### src/rtl/xvc_pkg.sv
// Shared types and defaults for the XVC JTAG shift engine.
package xvc_pkg;

    localparam int WORD_W_DEF   = 32;
    localparam int HALF_W_DEF   = 16;
    localparam int DEFAULT_HALF = 4;

    // Engine states. SHIFT_LO/SHIFT_HI are the two TCK half-periods of one bit.
    typedef enum logic [2:0] {
        ST_IDLE     = 3'd0,
        ST_LOAD     = 3'd1,
        ST_SHIFT_LO = 3'd2,
        ST_SHIFT_HI = 3'd3,
        ST_EMIT     = 3'd4
    } xvc_state_e;

endpackage

### src/rtl/xvc_tck_phase_counter.sv
// TCK half-period timer: loaded with the half-period on entry to a phase,
// counts (half-1) down to 0 and reports phase_done while at 0.
module xvc_tck_phase_counter #(
    parameter int HALF_W = 16
) (
    input  logic              clock,
    input  logic              reset,
    input  logic              load,
    input  logic [HALF_W-1:0] half,
    output logic              phase_done
);

    logic [HALF_W-1:0] cnt;

    // Reload at phase entry, otherwise count down and park at zero.
    always_ff @(posedge clock or negedge reset) begin
        if (!reset) begin
            cnt <= '0;
        end else if (load) begin
            cnt <= half - HALF_W'(1);
        end else if (cnt != '0) begin
            cnt <= cnt - HALF_W'(1);
        end
    end

    assign phase_done = (cnt == '0);

endmodule

### src/rtl/xvc_jtag_shifter.sv
// Bit-level JTAG engine for one XVC "shift:" command: consumes TMS/TDI words,
// toggles TCK at the programmed half-period and returns packed TDO words.
//
// Handshakes: every stream (start, vec, tdo) transfers on a rising clock edge
// where valid && ready are both high. A producer holds valid and its payload
// stable until that edge; ready may depend only on engine state, never on valid.
module xvc_jtag_shifter
    import xvc_pkg::*;
#(
    parameter int WORD_W       = WORD_W_DEF,
    parameter int HALF_W       = HALF_W_DEF,
    parameter int DEFAULT_HALF = xvc_pkg::DEFAULT_HALF
) (
    input  logic              clock,
    input  logic              reset,
    input  logic              start_valid,
    output logic              start_ready,
    input  logic [31:0]       num_bits,
    input  logic              vec_valid,
    output logic              vec_ready,
    input  logic [WORD_W-1:0] vec_tms,
    input  logic [WORD_W-1:0] vec_tdi,
    output logic              tdo_valid,
    input  logic              tdo_ready,
    output logic [WORD_W-1:0] tdo_data,
    output logic              tdo_last,
    input  logic              tck_half_valid,
    input  logic [HALF_W-1:0] tck_half,
    output logic              busy,
    output logic              jtag_tck,
    output logic              jtag_tms,
    output logic              jtag_tdi,
    input  logic              jtag_tdo,
    output xvc_state_e        dbg_state
);

    localparam int IDX_W = $clog2(WORD_W);
    localparam logic [IDX_W-1:0] IDX_LAST = IDX_W'(WORD_W - 1);

    xvc_state_e        state, state_next;
    logic [31:0]       remaining, rem_next;
    logic [IDX_W-1:0]  index, idx_next;
    logic [WORD_W-1:0] tms_w, tms_w_next;
    logic [WORD_W-1:0] tdi_w, tdi_w_next;
    logic [WORD_W-1:0] tdo_sr, tdo_sr_next;
    logic [HALF_W-1:0] half_q;
    logic              phase_load;
    logic              phase_done;

    assign dbg_state = state;

    // A fresh phase starts whenever the FSM enters one of the two shift states.
    assign phase_load = ((state_next == ST_SHIFT_LO) || (state_next == ST_SHIFT_HI))
                        && (state_next != state);

    xvc_tck_phase_counter #(
        .HALF_W (HALF_W)
    ) u_phase (
        .clock      (clock),
        .reset      (reset),
        .load       (phase_load),
        .half       (half_q),
        .phase_done (phase_done)
    );

    // Next-state logic plus next values of the datapath registers.
    always_comb begin
        state_next  = state;
        rem_next    = remaining;
        idx_next    = index;
        tms_w_next  = tms_w;
        tdi_w_next  = tdi_w;
        tdo_sr_next = tdo_sr;
        case (state)
            ST_IDLE: begin
                if (start_valid) begin
                    rem_next = num_bits;
                    if (num_bits != 32'd0) begin
                        state_next = ST_LOAD;
                    end
                end
            end
            ST_LOAD: begin
                if (vec_valid) begin
                    tms_w_next  = vec_tms;
                    tdi_w_next  = vec_tdi;
                    tdo_sr_next = '0;
                    idx_next    = '0;
                    state_next  = ST_SHIFT_LO;
                end
            end
            ST_SHIFT_LO: begin
                // Leaving LO is the edge that raises TCK: capture TDO here.
                if (phase_done) begin
                    tdo_sr_next[index] = jtag_tdo;
                    state_next         = ST_SHIFT_HI;
                end
            end
            ST_SHIFT_HI: begin
                if (phase_done) begin
                    rem_next = (remaining != 32'd0) ? remaining - 32'd1 : 32'd0;
                    idx_next = index + IDX_W'(1);
                    if ((rem_next == 32'd0) || (index == IDX_LAST)) begin
                        state_next = ST_EMIT;
                    end else begin
                        state_next = ST_SHIFT_LO;
                    end
                end
            end
            ST_EMIT: begin
                if (tdo_ready) begin
                    state_next = (remaining != 32'd0) ? ST_LOAD : ST_IDLE;
                end
            end
            default: begin
                state_next = ST_IDLE;
            end
        endcase
    end

    // State and datapath registers.
    always_ff @(posedge clock or negedge reset) begin
        if (!reset) begin
            state     <= ST_IDLE;
            remaining <= '0;
            index     <= '0;
            tms_w     <= '0;
            tdi_w     <= '0;
            tdo_sr    <= '0;
        end else begin
            state     <= state_next;
            remaining <= rem_next;
            index     <= idx_next;
            tms_w     <= tms_w_next;
            tdi_w     <= tdi_w_next;
            tdo_sr    <= tdo_sr_next;
        end
    end

    // Half-period register; only writable while idle, 0 maps to 1.
    always_ff @(posedge clock or negedge reset) begin
        if (!reset) begin
            half_q <= HALF_W'(DEFAULT_HALF);
        end else if ((state == ST_IDLE) && tck_half_valid) begin
            half_q <= (tck_half == '0) ? HALF_W'(1) : tck_half;
        end
    end

    // Registered outputs, derived from the next state so they line up with it.
    always_ff @(posedge clock or negedge reset) begin
        if (!reset) begin
            start_ready <= 1'b1;
            busy        <= 1'b0;
            vec_ready   <= 1'b0;
            tdo_valid   <= 1'b0;
            tdo_data    <= '0;
            tdo_last    <= 1'b0;
            jtag_tck    <= 1'b0;
            jtag_tms    <= 1'b0;
            jtag_tdi    <= 1'b0;
        end else begin
            start_ready <= (state_next == ST_IDLE);
            busy        <= (state_next != ST_IDLE);
            vec_ready   <= (state_next == ST_LOAD);
            tdo_valid   <= (state_next == ST_EMIT);
            jtag_tck    <= (state_next == ST_SHIFT_HI);
            // TMS/TDI change only when a bit's low phase begins, otherwise hold.
            if (state_next == ST_SHIFT_LO) begin
                jtag_tms <= tms_w_next[idx_next];
                jtag_tdi <= tdi_w_next[idx_next];
            end
            if ((state == ST_SHIFT_HI) && (state_next == ST_EMIT)) begin
                tdo_data <= tdo_sr_next;
                tdo_last <= (rem_next == 32'd0);
            end
        end
    end

endmodule

### config.mk
export PLATFORM = sky130hd
export DESIGN_NAME = xvc_jtag_shifter
export DESIGN_NICKNAME = d
export VERILOG_FILES = /design/src/rtl/xvc_pkg.sv /design/src/rtl/xvc_tck_phase_counter.sv /design/src/rtl/xvc_jtag_shifter.sv
export SDC_FILE = /design/constraint.sdc
export NUM_CORES = 1
export LEC_CHECK = 0
export ABC_AREA = 1
export ABC_CLOCK_PERIOD_IN_PS = 4200
export BUFFER_PORTS_ARGS = -buffer_cell sky130_fd_sc_hd__buf_4
export CORE_UTILIZATION = 58
export CTS_CLUSTER_DIAMETER = 120
export DETAILED_ROUTE_END_ITERATION = 16
export GPL_TIMING_DRIVEN = 0
export PLACE_DENSITY_LB_ADDON = 0.12
export REMOVE_ABC_BUFFERS = 1
export SYNTH_ARGS = -nofsm -noshare
export SYNTH_HDL_FRONTEND = slang
export SYNTH_SLANG_ARGS = --single-unit
### constraint.sdc
create_clock -name clock -period 4.2 [get_ports clock]
set_input_delay 0.21 -clock clock [delete_from_list [all_inputs] [get_ports clock]]
set_output_delay 0.21 -clock clock [all_outputs]
set_load 0.03 [all_outputs]
==> Yosys cells after proc, flatten, opt, wreduce, memory -nomap -nowiden <==
Cells that the tools add are included.
{ "op_classes": {"mux": 33, "n_reduce_logical": 17, "div_mod_pow": 0, "add_sub_neg": 4, "order_cmp": 3, "mul": 0, "shift": 0, "bitwise": 0, "eq_ne": 10} }
{ "op_table": {"columns": ["operator", "count"], "rows": [
  ["$mux W32", 9],
  ["$pmux W32 S2", 2],
  ["$logic_not A32 Y1", 2],
  ["$reduce_bool A32 Y1", 2],
  ["$mux W16", 3],
  ["$bwmux W32", 1],
  ["$logic_not A16 Y1", 2],
  ["$sub A16 B1 Y16 const B", 2],
  ["$sub A32 B1 Y32 const B", 1],
  ["$mux W3", 7],
  ["$reduce_bool A16 Y1", 1],
  ["$pmux W3 S5", 1],
  ["$eq A3 B2 Y1 const B", 4],
  ["$lt A5 B6 Y1 const B", 2],
  ["$bmux W1 S5", 2],
  ["$mux W5", 2],
  ["$pmux W5 S2", 1],
  ["$eq A3 B1 Y1 const B", 2],
  ["$eq A3 B3 Y1 const B", 2],
  ["$logic_not A3 Y1", 2],
  ["$add A5 B1 Y5 const B", 1],
  ["$demux W1 S5", 1],
  ["$eq A5 B5 Y1 const B", 1],
  ["$ge A5 B1 Y1 const B", 1],
  ["other kinds (6)", 13]
]} }
{ "totals": {"regBits": 208, "inputBits": 119, "out_inout_bits": 43, "mem_count": 0, "romBits": 0, "ram_bits": 0, "elab_cells": 84, "latchBits": 0} }

==> Depth between registers and ports, before layout <==
Gate-level depths: netlist of the first run.
{ "logic_depth": {"ltp_word": 11, "mapped_depth": 27, "depth_no_buf": 26} }

==> Modules after synthesis <==
A second synthesis of the first run with hierarchy kept.
{ "unflattened": {"hier_cells": 1665, "hier_area_um2": 11911.4} }
{ "by_module_without_submodules": {"columns": ["module", "area_each_um2", "n_inst", "cells_per_inst", "seq_area_each_um2"], "rows": [
  ["xvc_jtag_shifter", 10595.2, 1, 1453, 4807.1],
  ["xvc_tck_phase_counter", 1316.3, 1, 212, 400.4]
]} }

==> Least setup slack after synthesis of the first run <==
OpenSTA, ideal clock, no wires.
{ "synth_path": {"path_type": "flip-flop to flip-flop", "startpoint": "register remaining[0]", "endpoint": "register u_phase.cnt[6]", "stages_incl_launch_ff": 25, "arrival_time_ns": 2.797, "path_buffers": 1, "path_slack_ns": 1.282, "setup_time_ns": 0.121, "path_cell_list": "dfrtp_1 > inv_1 > ha_1 > inv_1 > nor3_1 > nand3_1 > nor2_1 > nand2_2 > buf_6 > nand3_1 > nand2_1 > nor2_1 > nand2_1 > nor2_1 > nand2_1 > nand3_2 > nand2_4 > nand2_8 > nand2_1 > o21ai_2 > ha_1 > nand3_2 > nor3_2 > xor2_1 > nor2_1"} }
{ "synth_between": {"elab_chain_cells": 11, "word_cells_on_any_way": 17, "cone_classes": "add/sub (1); eq/ne (3); mux (7); reduce/logical (6)"} }
{ "synth_rtl": {"columns": ["item", "line_no", "text"], "rows": [
  ["start: declaration", "xvc_jtag_shifter.sv:41", "logic [31:0] remaining, rem_next;"],
  ["start signal: assignment", "xvc_jtag_shifter.sv:132", "remaining <= rem_next;"],
  ["$sub A32 B1 Y32 or $reduce_bool A32 Y1 (tied branches)", "xvc_jtag_shifter.sv:101, xvc_jtag_shifter.sv:112", null],
  ["$mux W32", "xvc_jtag_shifter.sv:101", "rem_next = (remaining != 32'd0) ? remaining - 32'd1 : 32'd0;"],
  ["$logic_not A32 Y1", "xvc_jtag_shifter.sv:103", "if ((rem_next == 32'd0) || (index == IDX_LAST)) begin"],
  ["$logic_or A1 B1 Y1", "xvc_jtag_shifter.sv:103", null],
  ["$mux W3", "xvc_jtag_shifter.sv:103", null],
  ["$mux W3", "xvc_jtag_shifter.sv:100", "if (phase_done) begin"],
  ["$pmux W3 S5 (*)", "xvc_jtag_shifter.sv:74", "case (state)"],
  ["$eq A3 B2 Y1", "xvc_jtag_shifter.sv:53", "assign phase_load = ((state_next == ST_SHIFT_LO) || (state_next == ST_SHIFT_HI))"],
  ["$logic_or A1 B1 Y1", "xvc_jtag_shifter.sv:53", null],
  ["$logic_and A1 B1 Y1 (*)", "xvc_jtag_shifter.sv:54", "&& (state_next != state);"],
  ["$mux W16 or $reduce_bool A2 Y1 (tied branches)", null, null],
  ["end signal: assignment", "xvc_tck_phase_counter.sv:20", "cnt <= half - HALF_W'(1);"],
  ["end signal: assignment", "xvc_tck_phase_counter.sv:22", "cnt <= cnt - HALF_W'(1);"],
  ["end: declaration", "xvc_tck_phase_counter.sv:13", "logic [HALF_W-1:0] cnt;"]
]} }
Mark *: on every way between the ends. The rest lies on a longest branch, timed or not.
A chain may end at the register's enable or synchronous reset.

==> Worst setup path in the final report of the first run <==
{ "layout_path": {"startpoint": "register u_phase.cnt[0]", "endpoint": "register tdo_last"} }
{ "layout_between": {"word_cells_on_any_way": 9, "cone_classes": "eq/ne (1); mux (5); reduce/logical (3)"} }
{ "layout_lines": {"columns": ["item", "line_no", "text"], "rows": [
  ["$logic_not A16 Y1", "xvc_tck_phase_counter.sv:26", "assign phase_done = (cnt == '0);"],
  ["$mux W32", "xvc_jtag_shifter.sv:100", null],
  ["$pmux W32 S2", "xvc_jtag_shifter.sv:74", null],
  ["named net rem_next[13]", "xvc_jtag_shifter.sv:41", null],
  ["$logic_not A32 Y1", "xvc_jtag_shifter.sv:174", "tdo_last <= (rem_next == 32'd0);"],
  ["end signal: assignment", "xvc_jtag_shifter.sv:174", null],
  ["end: declaration", "xvc_jtag_shifter.sv:26", "output logic tdo_last,"]
]} }
The timed path passes the listed nets, and every way through them passes these cells.

==> results of run 1 <==
## final cells by class
class	count	area (um^2)	share of cell area, %
diodes	1	2.50	0.0170
clock buffers	26	607	4.11
clock inverters	15	206	1.40
inverters	151	583	3.95
multi-input cells	1132	5520	37.4
flip-flops and latches	208	5210	35.3
well taps	265	332	2.25
repair buffers	265	2280	15.5
repair inverters	2	12.5	0.0848
## metrics by stage
step | instances | util (%) | power (uW)
5_1_grt | 2065 | 76.1 | 10300
6_report | 2065 | 76.1 | 9670
2_1_floorplan | 1487 | - | 6040
4_1_cts | 2056 | 75.5 | 9420
3_3_place_gp | 1913 | 65.5 | 7030
3_5_place_dp | 1917 | 66.1 | 7150
## per-layer routing
metal | vias up | part of all wire [%]
li1 | 5540 | -
met1 | 5514 | 41
met2 | 528 | 48
met3 | 101 | 7.7
met4 | 0 | 3.4
met5 | - | 0
## report_power, final
part	switching [uW]	internal [uW]
registers	394	2650
clock network	873	1300
logic	2970	1480
total	4240	5430
## cell families after synthesis
| group | after synthesis |
|---|---|
| simple gates | 883 |
| compound gates | 222 |
| buf+inv | 208 |
| flops | 208 |
| mux | 12 |
| fa+ha+maj | 8 |
| xor+xnor | 3 |
## worst min-delay path: stages
cell and delay (ns):
buf_4 0.08, a22oi_1 0.08, o221ai_1 0.10
## flip-flops by register name (all words and copies together), names as in the netlist, 3 cells and up
register / cells
remaining: 32
tdi_w: 32
tdo_data: 32
tdo_sr: 32
tms_w: 32
half_q: 16
u_phase.cnt: 16
index: 5
dbg_state: 3
## cells in the mapped netlist (4+ instances only)
library cell | count | share of area, %
a21oi_1 | 48 | 2.1
a22oi_1 | 10 | 0.66
a31oi_1 | 7 | 0.38
buf_2 | 4 | 0.17
buf_6 | 4 | 0.39
clkbuf_1 | 46 | 1.5
clkinv_1 | 6 | 0.20
dfrtp_1 | 206 | 45
ha_1 | 8 | 0.87
inv_1 | 137 | 4.5
inv_2 | 8 | 0.26
mux2_2 | 12 | 1.2
nand2_1 | 552 | 18
nand2_2 | 10 | 0.55
nand3_1 | 84 | 3.7
nand3b_1 | 13 | 0.85
nand4_1 | 14 | 0.77
nor2_1 | 151 | 5.0
nor2_2 | 11 | 0.60
nor2_4 | 5 | 0.49
nor3_1 | 11 | 0.48
nor4_1 | 18 | 0.98
o211ai_1 | 19 | 1.2
o21ai_0 | 57 | 2.5
o21ai_1 | 13 | 0.57
o21ai_2 | 5 | 0.38
o221ai_1 | 30 | 2.3
o22ai_1 | 21 | 1.1
o31ai_1 | 7 | 0.46
## path summary, 6_finish.rpt
check / from / endpoint
max: u_phase.cnt[0] / tdo_last
min: num_bits[21] / remaining[21]
max reg2reg: u_phase.cnt[0] / tdo_last
min reg2reg: tdi_w[7] / tdi_w[7]
max in group asynchronous: reset / remaining[26]
min in group asynchronous: reset / remaining[16]
## what timing repair did
action                                 4_1_cts  5_1_grt
endpoints found under the hold margin      175        0
setup buffers                                0        4
gates resized for setup                     10       11
setup endpoints to repair                   51        9
cloned                                       2        4
hold buffers                                96        0
pin swaps                                    0        6
==> results.py, run 1 <==
metrics = {
    "critical_path": {
        "slowest_delay_ns": 0.41,
        "path_buf_inv": 2,
        "rr_worst_depth": 15,
        "startpoint_type": "flip-flop",
        "cp_cell_sequence": "inv_1, nand4_1, nor4_1, nand2_1, nor2_4, nor2_1, clkinv_1, nand2_1, nand2_1, o221ai_1, nor4_1, nand2_1, nor2_1, nand3b_1, nand2_1",
        "crit_cells": 15,
        "end_kind": "flip-flop",
        "cp.arrival_ns": 4.33,
        "worst_path_max_delay_cell": "nand2_1",
        "cpMostUsedCell": "nand2_1",
        "path_delay_family": "simple AND/OR/NAND/NOR gates",
        "crit_required_ns": 4.65,
        "crit_fanout": 16,
        "crit_type": "reg -> reg",
        "rrSetupSlack_ns": 0.32,
    },
    "global_route": {
        "overflow": 0,
        "grt_pass1_wl_um": 55500,
        "gr-usage-met3_pct": 6.70,
        "track_usage_pct": 34.7,
        "grt_pass1_vias": 11100,
        "use_met2_pct": 57.1,
        "grt_max_degree": 125,
        "antenna_found_initial": 1,
        "top_usage_layer": "met2",
        "grtUsageMet1_pct": 45.7,
    },
    "logic_synthesis": {
        "synthFlopType": "dfrtp_1",
        "syn_inst": 1544,
        "synth_edf_count": 0,
        "synth_adder_area_share_pct": 0.875,
        "ys_ff_latch": 208,
        "synth_compound_area_share_pct": 12.1,
        "synth_top_family_by_area": "simple AND/OR/NAND/NOR gates",
        "synth_mux_area_share_pct": 1.18,
        "synth-xor-area-share_pct": 0.230,
        "netlist_area_mm2": 0.0114,
        "synthArstFlopShare_pct": 100,
        "synth-seq-area-share_pct": 45.5,
        "ys_warn_count": 0,
        "synth_cell_types": 48,
        "syn_area_per_cell_um2": 7.41,
        "synth-simple-area-share_pct": 32.8,
    },
    "layout": {
        "fin_nets": 1910,
        "layout_common_cells": "551 x nand2_1, 206 x dfrtp_1, 164 x buf_4",
        "layout_commonest_cell": "nand2_1",
        "syn_to_final_growth_pct": 29.0,
        "fillCellCount": 1454,
        "design_area_mm2": 0.0148,
        "layout-drive-gt1-share_pct": 16.2,
    },
    "floorplan": {
        "num_rows": 51,
        "core_region_area_mm2": 0.0194,
        "die_x_um": 142,
        "io_pins": 162,
        "start_util_pct": 59.0,
        "die_area_mm2": 0.0203,
        "die_h_um": 142,
    },
    "place": {
        "dp_slack_ns": -0.876,
        "port_buffers": 161,
        "place.gp.congestion": 0.935,
        "post-dp-hpwl_um": 21800,
        "post_dp_cell_area_mm2": 0.0128,
    },
    "clock_tree": {
        "insertion_delay_ns": 0.53,
        "cts_htree_levels": 1,
        "path_clk_slew_ns": 0.06,
        "cts_max_path_buffers": 3,
        "cts_tree": "built",
        "cts_root_buf": "clkbuf_16",
        "cts_made_buffers": 23,
        "cts.sinks": 208,
    },
    "timing": {
        "worstMarginPinSlew_ns": 1.10,
        "final.setup.tns_ns": 0,
        "period_share_pct": 92.3,
        "drv_slew": 0,
        "relSlewSlack_pct": 26.3,
        "rsz0062_at_grt": "no",
        "clock_skew_ns": 0.0205,
        "setup_viol": 0,
        "whs_ns": 0.0105,
        "timing.final.crit_period_ns": 3.88,
        "fmax_mhz": 258,
        "setup_ws_ns": 0.322,
        "hold_viol": 0,
    },
    "drt": {
        "vias": 11700,
        "drc": 0,
        "drt-wirelength-per-cell_um": 17.3,
        "first_pass_iters": 6,
        "ant_nets": 0,
        "via_per_inst": 5.66,
        "wl_um": 35700,
        "drt-initial-drc-count": 1067,
    },
    "job": {
        "maxCapViolations": 0,
    },
    "pwr": {
        "peakVddDrop_uv": 468,
        "p_per_area_mw_per_mm2": 655,
        "leakage_uw": 0.00725,
    },
    "min_path": {
        "hold_class": "in -> reg",
        "holdPathStages": 3,
    },
    "run_status": {
        "status": "finished, final reports clean",
    },
}
Power figures use the tool's default switching activity.
==> run 2, diff against run 1 <==
--- a/config.mk
+++ b/config.mk
@@ -12,6 +12,7 @@
 export CTS_CLUSTER_DIAMETER = 120
 export DETAILED_ROUTE_END_ITERATION = 16
 export GPL_TIMING_DRIVEN = 0
+export HOLD_SLACK_MARGIN = 0.06
 export PLACE_DENSITY_LB_ADDON = 0.12
 export REMOVE_ABC_BUFFERS = 1
 export SYNTH_ARGS = -nofsm -noshare
==> run 2 against run 1 <==
  * Worst hold slack better by 0.059 ns
  * Register-to-register slack worse by 0.04 ns
  * Via count is 1.3% higher
  * First-iteration DRC count is 0.19% lower
  * Global-route usage is 0.22 points higher
  * Critical endpoint is now u_phase.cnt[12]
  * Largest cell class unchanged
==> results.py, run 2 (same netlist as run 1, synthesis figures left out) <==
metrics = {
    "timing": {
        "timing.final.crit_period_ns": 3.92,
        "fmax_mhz": 255,
        "hold_viol": 0,
        "period_share_pct": 93.2,
        "relSlewSlack_pct": 24.8,
        "worstMarginPinSlew_ns": 1.12,
        "whs_ns": 0.0692,
        "final.setup.tns_ns": 0,
        "drv_slew": 0,
        "clock_skew_ns": 0.0272,
        "setup_viol": 0,
        "setup_ws_ns": 0.285,
    },
    "floorplan": {
        "die_area_mm2": 0.0203,
        "num_rows": 51,
        "die_x_um": 142,
        "die_h_um": 142,
        "core_region_area_mm2": 0.0194,
        "start_util_pct": 59.0,
        "io_pins": 162,
    },
    "drt": {
        "first_pass_iters": 6,
        "ant_nets": 0,
        "vias": 11800,
        "drc": 0,
        "wl_um": 35900,
        "drt-wirelength-per-cell_um": 17.3,
        "drt-initial-drc-count": 1065,
        "via_per_inst": 5.71,
    },
    "global_route": {
        "track_usage_pct": 35.0,
        "grt_pass1_vias": 11200,
        "top_usage_layer": "met2",
        "grt_pass1_wl_um": 55800,
        "gr-usage-met3_pct": 6.90,
        "overflow": 0,
        "grt_max_degree": 125,
        "antenna_found_initial": 1,
        "use_met2_pct": 57.4,
        "grtUsageMet1_pct": 45.9,
    },
    "critical_path": {
        "r2r_start": "dbg_state[1]",
        "crit_type": "reg -> reg",
        "path_delay_family": "simple AND/OR/NAND/NOR gates",
        "end_kind": "flip-flop",
        "startpoint_type": "flip-flop",
        "path_buf_inv": 2,
        "crit_required_ns": 4.58,
        "rr_worst_depth": 16,
        "cp.arrival_ns": 4.30,
        "crit_fanout": 24,
        "rrSetupSlack_ns": 0.28,
        "worst_path_max_delay_cell": "clkinvlp_4",
        "slowest_delay_ns": 0.55,
        "cp_cell_sequence": "inv_1, nor2_1, nand2_1, clkinvlp_4, nor2_4, and2_1, nand2_8, nand2_8, nand2_1, o21ai_2, ha_1, nand3_2, nor2_4, nand3_1, nand2_1, a21oi_1",
        "worstReg2RegEnd": "u_phase.cnt[12]",
        "cpMostUsedCell": "nand2_1",
    },
    "pwr": {
        "power.switching_uw": 4250,
        "power.internal_uw": 5430,
        "seqPwrFrac_pct": 31.4,
        "peakVddDrop_uv": 498,
        "comb_power_share_pct": 46.2,
        "power_uw": 9690,
        "leakage_uw": 0.00729,
        "clkPwrFrac_pct": 22.4,
        "sw_frac_of_total_pct": 43.9,
        "p_per_area_mw_per_mm2": 653,
    },
    "clock_tree": {
        "cts.sinks": 208,
        "cts_root_buf": "clkbuf_16",
        "cts_htree_levels": 1,
        "cts_max_path_buffers": 3,
        "path_clk_slew_ns": 0.06,
        "cts_made_buffers": 23,
        "cts_tree": "built",
        "insertion_delay_ns": 0.54,
    },
    "layout": {
        "layout-drive-gt1-share_pct": 16.2,
        "syn_to_final_growth_pct": 29.8,
        "layout_commonest_cell": "nand2_1",
        "multiInputGateArea_mm2": 0.00552,
        "fin_nets": 1919,
        "fin_util_pct": 76.5,
        "layout_common_cells": "551 x nand2_1, 206 x dfrtp_1, 164 x buf_4",
        "fillCellCount": 1443,
        "regArea_mm2": 0.00521,
    },
    "place": {
        "dp_slack_ns": -0.876,
        "port_buffers": 161,
        "place.gp.congestion": 0.935,
        "post-dp-hpwl_um": 21800,
    },
    "min_path": {
        "worstHoldEndpoint": "remaining[13]",
        "holdPathStages": 3,
        "hold_class": "in -> reg",
        "min_from": "num_bits[13]",
    },
    "run_status": {
        "status": "finished, final reports clean",
    },
    "job": {
        "maxCapViolations": 0,
    },
}
## run 2: through the flow
stage / cell area [um^2] / cells
after floorplan: 11200 / 1487
after global placement: 12700 / 1913
after detailed placement: 12800 / 1917
after CTS: 14700 / 2065
after global routing: 14800 / 2074
final: 14800 / 2074
## run 2: worst max path at each step
| stage | cells after the start | start | to | slack [ns] |
|---|---|---|---|---|
| 2_1_floorplan | 17 | dbg_state[0] | jtag_tdi | -2.11 |
| 3_3_place_gp | 16 | dbg_state[2] | jtag_tdi | -5.10 |
| 3_5_place_dp | 16 | dbg_state[0] | u_phase.cnt[13] | -0.88 |
| 4_1_cts | 19 | dbg_state[0] | u_phase.cnt[12] | 0.09 |
| 5_1_grt | 16 | dbg_state[1] | u_phase.cnt[12] | -0.006 |
| 6_report | 16 | dbg_state[1] | u_phase.cnt[12] | 0.28 |
## run 2: power by group through the flow
stage	Sequential (uW)	Combinational (uW)	Clock, uW
detailed placement	3040	4110	0
CTS	3020	4230	2180
global placement	3030	4010	0
finish	3050	4470	2170
global route	3100	4970	2260
floorplan	3030	3010	0
## run 2: final cells by class
cell class / count / share of cell area, %
clock inverters: 15 / 1.39
repair buffers: 274 / 16.0
flip-flops and latches: 208 / 35.1
inverters: 151 / 3.93
repair inverters: 2 / 0.0843
well taps: 265 / 2.23
multi-input cells: 1132 / 37.2
clock buffers: 26 / 4.09
diodes: 1 / 0.0169
## run 2: worst register-to-register path, stage by stage (launching register included)
cell	delay [ns]
dfrtp_1	0.41
inv_1	0.12
nor2_1	0.09
nand2_1	0.39
clkinvlp_4	0.56
nor2_4	0.49
and2_1	0.29
nand2_8	0.17
nand2_8	0.19
nand2_1	0.09
o21ai_2	0.10
ha_1	0.21
nand3_2	0.17
nor2_4	0.23
nand3_1	0.11
nand2_1	0.07
a21oi_1	0.07
## run 2: what timing repair did
action | CTS | global route
cloned | 2 | 4
hold buffers | 105 | 0
resized for setup | 10 | 11
pin swaps | 0 | 5
setup endpoints to repair | 51 | 9
buffers inserted | 0 | 4
endpoints found under the hold margin | 184 | 0
## run 2: routing by layer
layer  vias to the layer above  routed length [um]
met5                         -                   0
met2                       582               17100
li1                       5555                   -
met1                      5590               14700
met4                         0                1220
met3                       107                2930
==> run 3, diff against run 2 <==
--- a/config.mk
+++ b/config.mk
@@ -8,7 +8,7 @@
 export ABC_AREA = 1
 export ABC_CLOCK_PERIOD_IN_PS = 4200
 export BUFFER_PORTS_ARGS = -buffer_cell sky130_fd_sc_hd__buf_4
-export CORE_UTILIZATION = 58
+export CORE_UTILIZATION = 59
 export CTS_CLUSTER_DIAMETER = 120
 export DETAILED_ROUTE_END_ITERATION = 16
 export GPL_TIMING_DRIVEN = 0
@@ -17,4 +17,5 @@
 export REMOVE_ABC_BUFFERS = 1
 export SYNTH_ARGS = -nofsm -noshare
 export SYNTH_HDL_FRONTEND = slang
+export SYNTH_HIERARCHICAL = 1
 export SYNTH_SLANG_ARGS = --single-unit
==> run 3 against run 2 <==
  * Combinational power is 14% higher
  * Wire length increased by 2.4%
  * Synthesized cell count rose by 7.8%
  * Sequential cell count unchanged
  * Critical path depth rose by 12
  * Clock power fell by 3%
  * Sequential share of layout area shrank 0.80 points
  * Via count increased by 3.6%
  * Power up 6.8%
  * Critical path type unchanged
  * Critical endpoint is now u_phase/cnt[10]
==> results.py, run 3 <==
metrics = {
    "run_status": {
        "status": "finished, final reports clean",
    },
    "logic_synthesis": {
        "synthFlopType": "dfrtp_1",
        "synth_edf_count": 0,
        "synth_cell_types": 39,
        "synthArstFlopShare_pct": 100,
        "ys_ff_latch": 208,
        "synth.most_common_cell": "nand2_1",
        "synth.largest_area_cell": "dfrtp_1",
        "ys_warn_count": 6,
        "synth_area_leaders": "dfrtp_1 43%, nand2_1 18%, inv_1 5.4%",
        "syn_area_per_cell_um2": 7.15,
        "synth-seq-area-share_pct": 43.7,
        "synthTopCellsByCount": "563 x nand2_1, 206 x dfrtp_1, 171 x inv_1",
        "syn_inst": 1665,
        "netlist_area_mm2": 0.0119,
        "synth_largest_type_area_fraction_pct": 43.3,
    },
    "layout": {
        "design_area_mm2": 0.0152,
        "layout_common_cells": "556 x nand2_1, 205 x dfrtp_1, 180 x buf_4",
        "fin_nets": 2018,
        "num_antenna_cells": 0,
        "layout-drive-gt1-share_pct": 17.1,
        "syn_to_final_growth_pct": 27.6,
        "fillCellCount": 1420,
        "layout_commonest_cell": "nand2_1",
    },
    "clock_tree": {
        "path_clk_slew_ns": 0.06,
        "cts_max_path_buffers": 3,
        "cts_made_buffers": 23,
        "cts_tree": "built",
        "cts_root_buf": "clkbuf_16",
        "insertion_delay_ns": 0.51,
        "cts.sinks": 208,
        "cts_htree_levels": 1,
    },
    "drt": {
        "wl_met1_um": 14900,
        "wl_met2_um": 17700,
        "wl_um": 36800,
        "drc": 0,
        "drt-initial-drc-count": 1065,
        "ant_nets": 0,
        "via_per_inst": 5.65,
        "vias": 12300,
        "first_pass_iters": 5,
        "drt-wirelength-per-cell_um": 17.0,
        "wl_met3_um": 2640,
        "highest_layer": "met4",
    },
    "place": {
        "place.gp.congestion": 0.932,
        "post_dp_cell_area_mm2": 0.0132,
        "port_buffers": 161,
        "post-dp-hpwl_um": 22400,
    },
    "floorplan": {
        "start_util_pct": 60.6,
        "num_rows": 51,
        "die_x_um": 144,
        "die_h_um": 144,
        "io_pins": 162,
        "die_area_mm2": 0.0208,
        "core_region_area_mm2": 0.0197,
    },
    "pwr": {
        "clkPwrFrac_pct": 20.3,
        "p_per_area_mw_per_mm2": 681,
        "leakage_uw": 0.00740,
        "sw_frac_of_total_pct": 45.0,
        "power.switching_uw": 4660,
        "peakVddDrop_uv": 391,
        "comb_power_share_pct": 49.1,
        "seqPwrFrac_pct": 30.6,
        "power.internal_uw": 5690,
    },
    "critical_path": {
        "crit_type": "reg -> reg",
        "crit_required_ns": 4.63,
        "path_delay_family": "simple AND/OR/NAND/NOR gates",
        "cp.arrival_ns": 4.39,
        "slowest_delay_ns": 0.41,
        "worstReg2RegEnd": "u_phase/cnt[10]",
        "crit_fanout": 8,
        "r2r_start": "remaining[1]",
        "end_kind": "flip-flop",
        "rrSetupSlack_ns": 0.24,
        "rr_worst_depth": 28,
        "path_buf_inv": 5,
        "worst_path_max_delay_cell": "dfrtp_1",
        "startpoint_type": "flip-flop",
        "startpoint": "remaining[1]",
    },
    "min_path": {
        "worstHoldEndpoint": "tdo_valid",
        "min_from": "tdo_ready",
        "holdPathStages": 3,
        "hold_class": "in -> reg",
    },
    "global_route": {
        "grt_pass1_vias": 11500,
        "grt_pass1_wl_um": 57500,
        "antenna_found_initial": 0,
        "track_usage_pct": 35.5,
        "grt_max_degree": 107,
        "overflow": 0,
    },
    "timing": {
        "setup_viol": 0,
        "timing.final.crit_period_ns": 3.96,
        "final.setup.tns_ns": 0,
        "relSlewSlack_pct": 18.5,
        "worstMarginPinSlew_ns": 1.22,
        "hold_viol": 0,
        "fmax_mhz": 252,
        "clock_skew_ns": 0.0101,
        "drv_slew": 0,
        "period_share_pct": 94.4,
    },
    "job": {
        "maxCapViolations": 0,
    },
}
run 3: metrics by stage:
stage / power, uW / std cells / util [%] / hold WS [ns] / worst slack [ns]
after floorplan: 6410 / 1596 / - / -0.0856 / -1.14
after global placement: 7560 / 2022 / 66.7 / 0.426 / -3.26
after detailed placement: 7730 / 2026 / 67.2 / 0.309 / -1.20
after CTS: 10100 / 2154 / 76.2 / 0.0746 / 0.00386
after global routing: 11100 / 2170 / 77.3 / 0.109 / -0.0195
final: 10300 / 2170 / 77.3 / 0.0893 / 0.235
run 3: worst max-delay path by stage:
stage | slack (ns) | depth (start not counted) | to
after floorplan | -1.14 | 19 | u_phase/cnt[10]
after global placement | -3.26 | 17 | u_phase/cnt[14]
after detailed placement | -1.20 | 21 | u_phase/cnt[14]
after CTS | 0.004 | 26 | u_phase/cnt[14]
after global routing | -0.02 | 29 | u_phase/cnt[10]
final | 0.24 | 28 | u_phase/cnt[10]
run 3: layout make-up:
class | instances | area, um^2 | share of cell area (%)
Multi-Input combinational cell | 1216 | 5920 | 39.0
Sequential cell | 208 | 5210 | 34.3
Timing Repair Buffer | 267 | 2270 | 14.9
Inverter | 176 | 682 | 4.49
Clock buffer | 30 | 662 | 4.35
Tap cell | 265 | 332 | 2.18
Clock inverter | 8 | 126 | 0.831
run 3: tightest hold or removal path, stage by stage:
cell,delay [ns]
buf_4,0.10
nand3b_1,0.17
nand2_1,0.07
run 3: routing by layer:
metal / GRT usage [%] / up-vias
met5: 0 / -
met4: 16.2 / 0
met3: 4.80 / 111
met2: 59.3 / 518
met1: 45.7 / 5787
li1: - / 5839
run 3: power groups by stage:
stage	sequential (uW)	combinational (uW)	clock (uW)
after global routing	3230	5660	2200
after CTS	3120	4810	2120
after global placement	3120	4430	0
final	3170	5080	2100
after detailed placement	3150	4580	0
after floorplan	3130	3270	0
run 3: cells by family after synthesis:
logic type | synth area share, %
simple gates | 32.3
compound gates | 12.9
buf+inv | 8.47
flops | 43.7
mux | 1.42
fa+ha+maj | 0.735
xor+xnor | 0.441
run 3: timing repair:
item | CTS | global route
hold buffers | 81 | 0
cloned | 3 | 1
endpoints found under the setup margin | 21 | 18
pin swaps | 4 | 4
resized for setup | 21 | 28
hold endpoints to repair | 180 | 0
setup buffers | 6 | 15
